--- src/rtl/ddc_edid_responder_pkg.sv ---
// ddc_pkg: shared state encoding and constants for the DDC EDID responder.
package ddc_pkg;
    typedef enum logic [2:0] {IDLE, ADDR, ADDR_ACK, OFFSET, OFFSET_ACK, WDATA, TX, MACK} state_t;
    localparam logic [6:0]  DEFAULT_DEVICE_ADDR = 7'h50;
    localparam logic [63:0] EDID_HEADER         = 64'h00FF_FFFF_FFFF_FF00;
endpackage

--- src/rtl/ddc_edid_responder_if.sv ---
// ddc_if: DDC pad signals in IOBUF i/o/t form; slave is the responder, master the pad side.
interface ddc_if;
    logic scl_i, scl_o, scl_t;
    logic sda_i, sda_o, sda_t;
    modport slave  (input scl_i, sda_i, output scl_o, scl_t, sda_o, sda_t);
    modport master (output scl_i, sda_i, input scl_o, scl_t, sda_o, sda_t);
endinterface

--- src/rtl/ddc_edid_responder_line_filter.sv ---
// ddc_line_filter: synchroniser plus glitch filter for one I2C line, with edge pulses on the filtered level.
module ddc_line_filter #(
    parameter int SYNC_STAGES = 2,
    parameter int FILTER_LEN  = 3
) (
    input  logic aclk,
    input  logic aresetn,
    input  logic i_line,
    output logic o_level,
    output logic o_rise,
    output logic o_fall
);
    localparam int CW = $clog2(FILTER_LEN + 1);
    logic [SYNC_STAGES-1:0] r_sync;
    logic [CW-1:0]          r_cnt;
    logic                   r_level, r_prev;
    logic                   w_s;
    assign w_s = r_sync[SYNC_STAGES-1];
    // r_cnt counts consecutive samples that disagree with the filtered level
    always_ff @(posedge aclk or negedge aresetn) begin
        if (!aresetn) begin
            r_sync  <= '1;
            r_cnt   <= '0;
            r_level <= 1'b1;
            r_prev  <= 1'b1;
        end else begin
            r_sync <= SYNC_STAGES'({r_sync, i_line});
            r_prev <= r_level;
            if (w_s == r_level) r_cnt <= '0;
            else if (r_cnt == CW'(FILTER_LEN - 1)) begin
                r_level <= w_s;
                r_cnt   <= '0;
            end else r_cnt <= r_cnt + 1'b1;
        end
    end
    assign o_level = r_level;
    assign o_rise  = r_level & ~r_prev;
    assign o_fall  = ~r_level & r_prev;
endmodule

--- src/rtl/ddc_edid_responder.sv ---
// ddc_edid_responder: I2C/DDC target answering EDID reads from a host-loaded RAM.
module ddc_edid_responder
    import ddc_pkg::*;
#(
    parameter logic [6:0] DEVICE_ADDR = DEFAULT_DEVICE_ADDR,
    parameter int         SYNC_STAGES = 2,
    parameter int         FILTER_LEN  = 3,
    parameter int         ADDR_W      = 8
) (
    input  logic              aclk,
    input  logic              aresetn,
    ddc_if.slave              ddc,
    input  logic              edid_we,
    input  logic [ADDR_W-1:0] edid_waddr,
    input  logic [7:0]        edid_wdata,
    output logic              busy,
    output logic              rd_done
);
    logic              w_scl, w_scl_rise, w_scl_fall, w_sda, w_sda_rise, w_sda_fall;
    logic              w_start, w_stop, w_byte_end;
    logic [7:0]        w_byte;
    state_t            r_state, w_next;
    logic [3:0]        r_cnt;
    logic [7:0]        r_shift, r_rdata;
    logic [ADDR_W-1:0] r_ptr;
    logic              r_sda_t, r_rw, r_rd_seen, r_rd_done;
    logic [7:0]        r_mem [2**ADDR_W];

    ddc_line_filter #(.SYNC_STAGES(SYNC_STAGES), .FILTER_LEN(FILTER_LEN)) u_scl (
        .aclk(aclk), .aresetn(aresetn), .i_line(ddc.scl_i),
        .o_level(w_scl), .o_rise(w_scl_rise), .o_fall(w_scl_fall));
    ddc_line_filter #(.SYNC_STAGES(SYNC_STAGES), .FILTER_LEN(FILTER_LEN)) u_sda (
        .aclk(aclk), .aresetn(aresetn), .i_line(ddc.sda_i),
        .o_level(w_sda), .o_rise(w_sda_rise), .o_fall(w_sda_fall));

    assign w_start    = w_sda_fall & w_scl;
    assign w_stop     = w_sda_rise & w_scl;
    assign w_byte     = {r_shift[6:0], w_sda};
    assign w_byte_end = w_scl_rise && r_cnt == 4'd7;

    // r_rdata continuously tracks RAM[pointer] so a byte is ready before its first falling edge
    always_ff @(posedge aclk) begin
        if (edid_we) r_mem[edid_waddr] <= edid_wdata;
        r_rdata <= r_mem[r_ptr];
    end

    always_ff @(posedge aclk or negedge aresetn) begin
        if (!aresetn) r_state <= IDLE;
        else r_state <= w_next;
    end

    always_comb begin
        w_next = r_state;
        case (r_state)
            ADDR:       if (w_byte_end) w_next = (w_byte[7:1] == DEVICE_ADDR) ? ADDR_ACK : IDLE;
            ADDR_ACK:   if (w_scl_fall && !r_sda_t) w_next = r_rw ? TX : OFFSET;
            OFFSET:     if (w_byte_end) w_next = OFFSET_ACK;
            OFFSET_ACK: if (w_scl_fall && !r_sda_t) w_next = WDATA;
            TX:         if (w_scl_fall && r_cnt == 4'd8) w_next = MACK;
            MACK:       if (w_scl_rise) w_next = w_sda ? IDLE : TX;
            default:    w_next = r_state;
        endcase
        if (w_start) w_next = ADDR;
        else if (w_stop) w_next = IDLE;
    end

    // In the ACK states r_sda_t doubles as the phase flag: high before the drive, low during it
    always_ff @(posedge aclk or negedge aresetn) begin
        if (!aresetn) begin
            r_cnt     <= '0;
            r_shift   <= '0;
            r_ptr     <= '0;
            r_sda_t   <= 1'b1;
            r_rw      <= 1'b0;
            r_rd_seen <= 1'b0;
            r_rd_done <= 1'b0;
        end else begin
            r_rd_done <= w_stop & r_rd_seen;
            if (w_start || w_stop) begin
                r_cnt   <= '0;
                r_sda_t <= 1'b1;
                if (w_stop) r_rd_seen <= 1'b0;
            end else begin
                case (r_state)
                    ADDR, OFFSET: if (w_scl_rise) begin
                        r_shift <= w_byte;
                        r_cnt   <= r_cnt + 1'b1;
                        if (r_cnt == 4'd7) begin
                            r_cnt <= '0;
                            if (r_state == ADDR) r_rw <= w_sda;
                            else r_ptr <= ADDR_W'(w_byte);
                        end
                    end
                    ADDR_ACK, OFFSET_ACK: if (w_scl_fall) begin
                        r_sda_t <= !r_sda_t;
                        r_cnt   <= '0;
                        if (!r_sda_t && r_state == ADDR_ACK && r_rw) begin
                            r_sda_t   <= r_rdata[7];
                            r_shift   <= {r_rdata[6:0], 1'b0};
                            r_cnt     <= 4'd1;
                            r_rd_seen <= 1'b1;
                        end
                    end
                    TX: if (w_scl_fall) begin
                        r_sda_t <= (r_cnt == 4'd8) ? 1'b1 : r_shift[7];
                        r_shift <= {r_shift[6:0], 1'b0};
                        r_cnt   <= r_cnt + 1'b1;
                        if (r_cnt == 4'd8) r_ptr <= r_ptr + 1'b1;
                    end
                    MACK: if (w_scl_rise && !w_sda) begin
                        r_shift <= r_rdata;
                        r_cnt   <= '0;
                    end
                    default: r_cnt <= r_cnt;
                endcase
            end
        end
    end

    always_comb begin
        busy      = !(r_state inside {IDLE, ADDR});
        rd_done   = r_rd_done;
        ddc.sda_t = r_sda_t;
        ddc.sda_o = 1'b0;
        ddc.scl_o = 1'b0;
        ddc.scl_t = 1'b1;
    end
endmodule

--- src/flat_wrapper.sv ---
// flat-port wrapper written by rule: the top's interface ports become plain ports
module ddc_edid_responder_flat import ddc_pkg::*;
#(
    parameter logic [6:0] DEVICE_ADDR = DEFAULT_DEVICE_ADDR,
    parameter int         SYNC_STAGES = 2,
    parameter int         FILTER_LEN  = 3,
    parameter int         ADDR_W      = 8
)
  (aclk, aresetn, edid_we, edid_waddr, edid_wdata, busy, rd_done, ddc_scl_i, ddc_sda_i, ddc_scl_o, ddc_scl_t, ddc_sda_o, ddc_sda_t);
  ddc_if ddc_i ();
  input  logic aclk;
  input  logic aresetn;
  input  logic edid_we;
  input  logic [ADDR_W-1:0] edid_waddr;
  input  logic [7:0] edid_wdata;
  output logic busy;
  output logic rd_done;
  input wire logic [$bits(ddc_i.scl_i)-1:0] ddc_scl_i;
  input wire logic [$bits(ddc_i.sda_i)-1:0] ddc_sda_i;
  output wire logic [$bits(ddc_i.scl_o)-1:0] ddc_scl_o;
  output wire logic [$bits(ddc_i.scl_t)-1:0] ddc_scl_t;
  output wire logic [$bits(ddc_i.sda_o)-1:0] ddc_sda_o;
  output wire logic [$bits(ddc_i.sda_t)-1:0] ddc_sda_t;
  assign ddc_i.scl_i = ddc_scl_i;
  assign ddc_i.sda_i = ddc_sda_i;
  assign ddc_scl_o = ddc_i.scl_o;
  assign ddc_scl_t = ddc_i.scl_t;
  assign ddc_sda_o = ddc_i.sda_o;
  assign ddc_sda_t = ddc_i.sda_t;
  ddc_edid_responder #(.DEVICE_ADDR(DEVICE_ADDR), .SYNC_STAGES(SYNC_STAGES), .FILTER_LEN(FILTER_LEN), .ADDR_W(ADDR_W)) u_core (.aclk(aclk), .aresetn(aresetn), .ddc(ddc_i), .edid_we(edid_we), .edid_waddr(edid_waddr), .edid_wdata(edid_wdata), .busy(busy), .rd_done(rd_done));
endmodule
--- config.mk ---
export PLATFORM = sky130hd
export DESIGN_NAME = ddc_edid_responder_flat
export DESIGN_NICKNAME = d
export VERILOG_FILES = /design/src/rtl/ddc_edid_responder_pkg.sv /design/src/rtl/ddc_edid_responder_if.sv /design/src/rtl/ddc_edid_responder_line_filter.sv /design/src/rtl/ddc_edid_responder.sv /design/src/flat_wrapper.sv
export SDC_FILE = /design/constraint.sdc
export NUM_CORES = 2
export LEC_CHECK = 0
export CORE_MARGIN = 2
export CORE_UTILIZATION = 55
export DETAILED_ROUTE_END_ITERATION = 6
export PLACE_DENSITY = 0.72
export SYNTH_ARGS = -nofsm -noshare
export SYNTH_HDL_FRONTEND = slang
export SYNTH_SLANG_ARGS = --single-unit
--- constraint.sdc ---
create_clock -name aclk -period 3.4 [get_ports aclk]
set_input_delay 0.68 -clock aclk [delete_from_list [all_inputs] [get_ports aclk]]
set_output_delay 0.68 -clock aclk [all_outputs]
set_load 0.02 [all_outputs]
==> impl_metrics.tcl <==
set metrics [dict create \
    status "completed" \
    synth_fa_ha_area_share_pct 0.0455 \
    p_sw_mw 10.4 \
    synth_cells 4052 \
    core_area_mm2 0.149 \
    synthXorXnorAreaFrac_pct 0.0213 \
    grt_first_pass_wirelength_mm 308 \
    ff2ff_path_depth 8 \
    p_leak_nw 29.4 \
    fin_total_pwr_mw 51.8 \
    setup_viol 0 \
    max_cap_violations 0 \
    power_density_mw_per_mm2 547 \
    netSwitchingFraction_pct 20.1 \
    rsz0062_at_grt "no" \
    tightest_slew_ns 1.17 \
    io_pins 27 \
    seq_area_frac_synth_pct 76.0 \
    yosysWarnings 0 \
    top_layer "met5" \
    antenna_found_initial 3 \
    grt_max_degree 106 \
    cts.sinks 2095 \
    die_x_um 391 \
    cts_tree "done" \
    grt_use_total_pct 28.4 \
    r2r_start "u_core.r_ptr[0]$_DFFE_PN0P_" \
    pwr-share-clk_pct 42.3 \
    cp_data_arrival_time_ns 4.06 \
    final_common_cell "edfxtp_1" \
    seqPwrFrac_pct 55.4 \
    wl_per_cell_um 32.4 \
    core.rowCount 142 \
    firstDrtPassIters 6 \
    clk_pin_slew_ns 0.06 \
    post_cts_buffers 0 \
    post-route-util_pct 63.4 \
    synth_area_mm2 0.0824 \
    critPathMaxFanout 17 \
    numCtsBuffers 197 \
    power.internal_mw 41.4 \
    h-tree-depth 4 \
    final_hold_viol_count 0 \
    initial_core_util_pct 55.2 \
    crit_path_start_kind "register" \
    finalNetCount 4569 \
    synth_ff_type "edfxtp_1" \
    min_period_over_period_pct 98.6 \
    clock_latency_ns 0.85 \
    synth_compound_area_share_pct 3.94 \
    fin_worst_skew_ns 0.0441 \
    detail-route-antenna-nets 0 \
    power_frac_comb_pct 2.3 \
    grt_pass1_vias 43400 \
    routed-via-count 44000 \
    synthMuxAreaShare_pct 15.1 \
    areaGrowthSynthToFinish_pct 14.9 \
    syn_area_per_cell_um2 20.3 \
    crit_required_ns 4.11 \
    reg2reg_setup_slack_ns 0.05 \
    crit_end "u_core.r_rdata[1]$_DFF_P_" \
    route.detailed.drc 0 \
    wl_met3_mm 23.4 \
    final_cell_mix "2,048 x edfxtp_1, 473 x buf_4, 387 x mux4_2" \
    reg2reg_to "u_core.r_rdata[1]$_DFF_P_" \
    cts-root-buf "clkbuf_16" \
    critPathKind "reg2reg" \
    ir_drop_mv 0.684 \
    synth-simple-area-share_pct 2.83 \
    slew_viol_final 0 \
    grt-ovfl-total 0 \
    synth_edf_count 2048 \
    timing.final.crit_period_ns 3.35 \
    wl_met2_mm 101 \
    clockBufferDepth 3 \
    io_buffers 23 \
    synth_top_family_by_area "multiplexers" \
    maxSlewHeadroom_pct 21.4 \
    worstHoldPathType "in2reg" \
    ys_ff_latch 2095 \
    critPathLaunch "u_core.r_ptr[0]$_DFFE_PN0P_" \
    first_iter_violations 6894 \
    endpoint_kind "register" \
    async_flop_share_pct 1.86 \
    fmax_ghz 0.298 \
    synth_cell_types 80 \
    gp_congestion 0.899 \
    routed_via_density 6.61 \
    die_area_mm2 0.153 \
    totalWireLength_mm 216 \
    drive_gt1_share_pct 27.2 \
    dp_hpwl_mm 136 \
    met1_length_mm 81.3 \
    fp.dieH_um 391 \
]
## cell type report
cell class	instances	area, um2
diodes	4	10.0
clock buffers	241	5160
clock inverters	125	1270
fillers	9841	54600
inverters	11	41.3
multi-input cells	1689	18200
flip-flops and latches	2095	62700
well taps	1944	2430
repair buffers	551	4900
## cells in the mapped netlist, drive strengths merged (25+ instances only)
master	count	area share (%)
mux2i	231	2.8
o21ai	71	0.43
mux4	427	12
a22oi	115	1.0
dfrtp	30	0.91
a21oi	84	0.51
nor2b	27	0.20
clkbuf	114	0.52
edfxtp	2048	75
mux2	34	0.46
nand3	38	0.23
a31oi	25	0.19
a22o	25	0.27
buf	143	1.4
a221oi	30	0.34
nand2	76	0.35
nor2	299	1.4
## how the worst min path moves through the flow
stage                                           startpoint                               end  slack (ns)  cells after the start
after global routing                             ddc_sda_i  u_core.u_sda.r_sync[0]$_DFF_PN1_        0.23                      1
after CTS                                        ddc_sda_i  u_core.u_sda.r_sync[0]$_DFF_PN1_        0.22                      1
after floorplan           u_core.u_scl.r_sync[0]$_DFF_PN1_  u_core.u_scl.r_sync[1]$_DFF_PN1_        0.35                      0
after detailed placement  u_core.u_scl.r_sync[0]$_DFF_PN1_  u_core.u_scl.r_sync[1]$_DFF_PN1_        0.35                      0
after global placement    u_core.u_scl.r_sync[0]$_DFF_PN1_  u_core.u_scl.r_sync[1]$_DFF_PN1_        0.35                      0
final                                            ddc_sda_i  u_core.u_sda.r_sync[0]$_DFF_PN1_        0.27                      1
## power groups by stage
stage	Sequential (mW)	Clock (mW)	Combinational [mW]
2_1_floorplan	29.1	0	0.518
3_3_place_gp	29.2	0	1.13
3_5_place_dp	29.2	0	1.17
4_1_cts	28.7	22.1	1.18
5_1_grt	28.7	23.1	1.28
6_report	28.7	21.9	1.19
## critical path, stage by stage, from the launching register on
cell and delay, ns:
dfrtp_4 0.51, buf_12 0.25, buf_4 0.33, buf_4 0.25, mux4_2 0.51, a221oi_1 0.36
o21ai_0 0.38, o211ai_2 0.43, o41ai_1 0.14
## cell families (layout without fill, tap and decap cells)
group / Yosys count / count (layout)
flip-flops: 2095 / 2095
multiplexers: 692 / 692
buffers and inverters: 269 / 928
other: 2 / 7
adder cells (fa/ha/maj): 3 / 3
AO/OA/AOI/OAI: 464 / 464
AND/OR/NAND/NOR: 525 / 525
XOR/XNOR: 2 / 2
## through the flow
stage / setup WS, ns / TNS [ns] / area (um2) / std cells / hold WS (ns)
after CTS: 0.0821 / 0 / 94600 / 6656 / 0.218
final: 0.0492 / 0 / 94700 / 6660 / 0.269
after detailed placement: -0.159 / -0.219 / 88200 / 6289 / 0.351
after floorplan: 0.903 / 0 / 82400 / 4053 / 0.345
after global routing: 0.0252 / 0 / 94600 / 6656 / 0.234
after global placement: -0.154 / -0.154 / 88200 / 6289 / 0.347
## layer usage
layer	up-vias	GRT usage (%)
met4	2	11.5
met5	-	0
li1	17800	-
met2	2770	44.1
met1	23000	39.5
met3	450	6.39
## registers in the layout (all words and copies together), names as in the netlist, 2 cells and up
name / count
u_core.r_state: 3
u_core.r_ptr: 8
u_core.r_mem: 2048
u_core.u_sda.r_cnt: 2
u_core.u_sda.r_sync: 2
u_core.u_scl.r_sync: 2
u_core.r_rdata: 8
u_core.u_scl.r_cnt: 2
u_core.r_shift: 8
u_core.r_cnt: 4
## repair_timing
| item | 4_1_cts | 5_1_grt |
|---|---|---|
| endpoints found under the setup margin | 2 | 1 |
| resized for setup | 2 | 1 |
| hold buffers | 1 | 0 |
| hold endpoints to repair | 19 | 0 |
No activity file was read; power rests on OpenSTA's default activity.
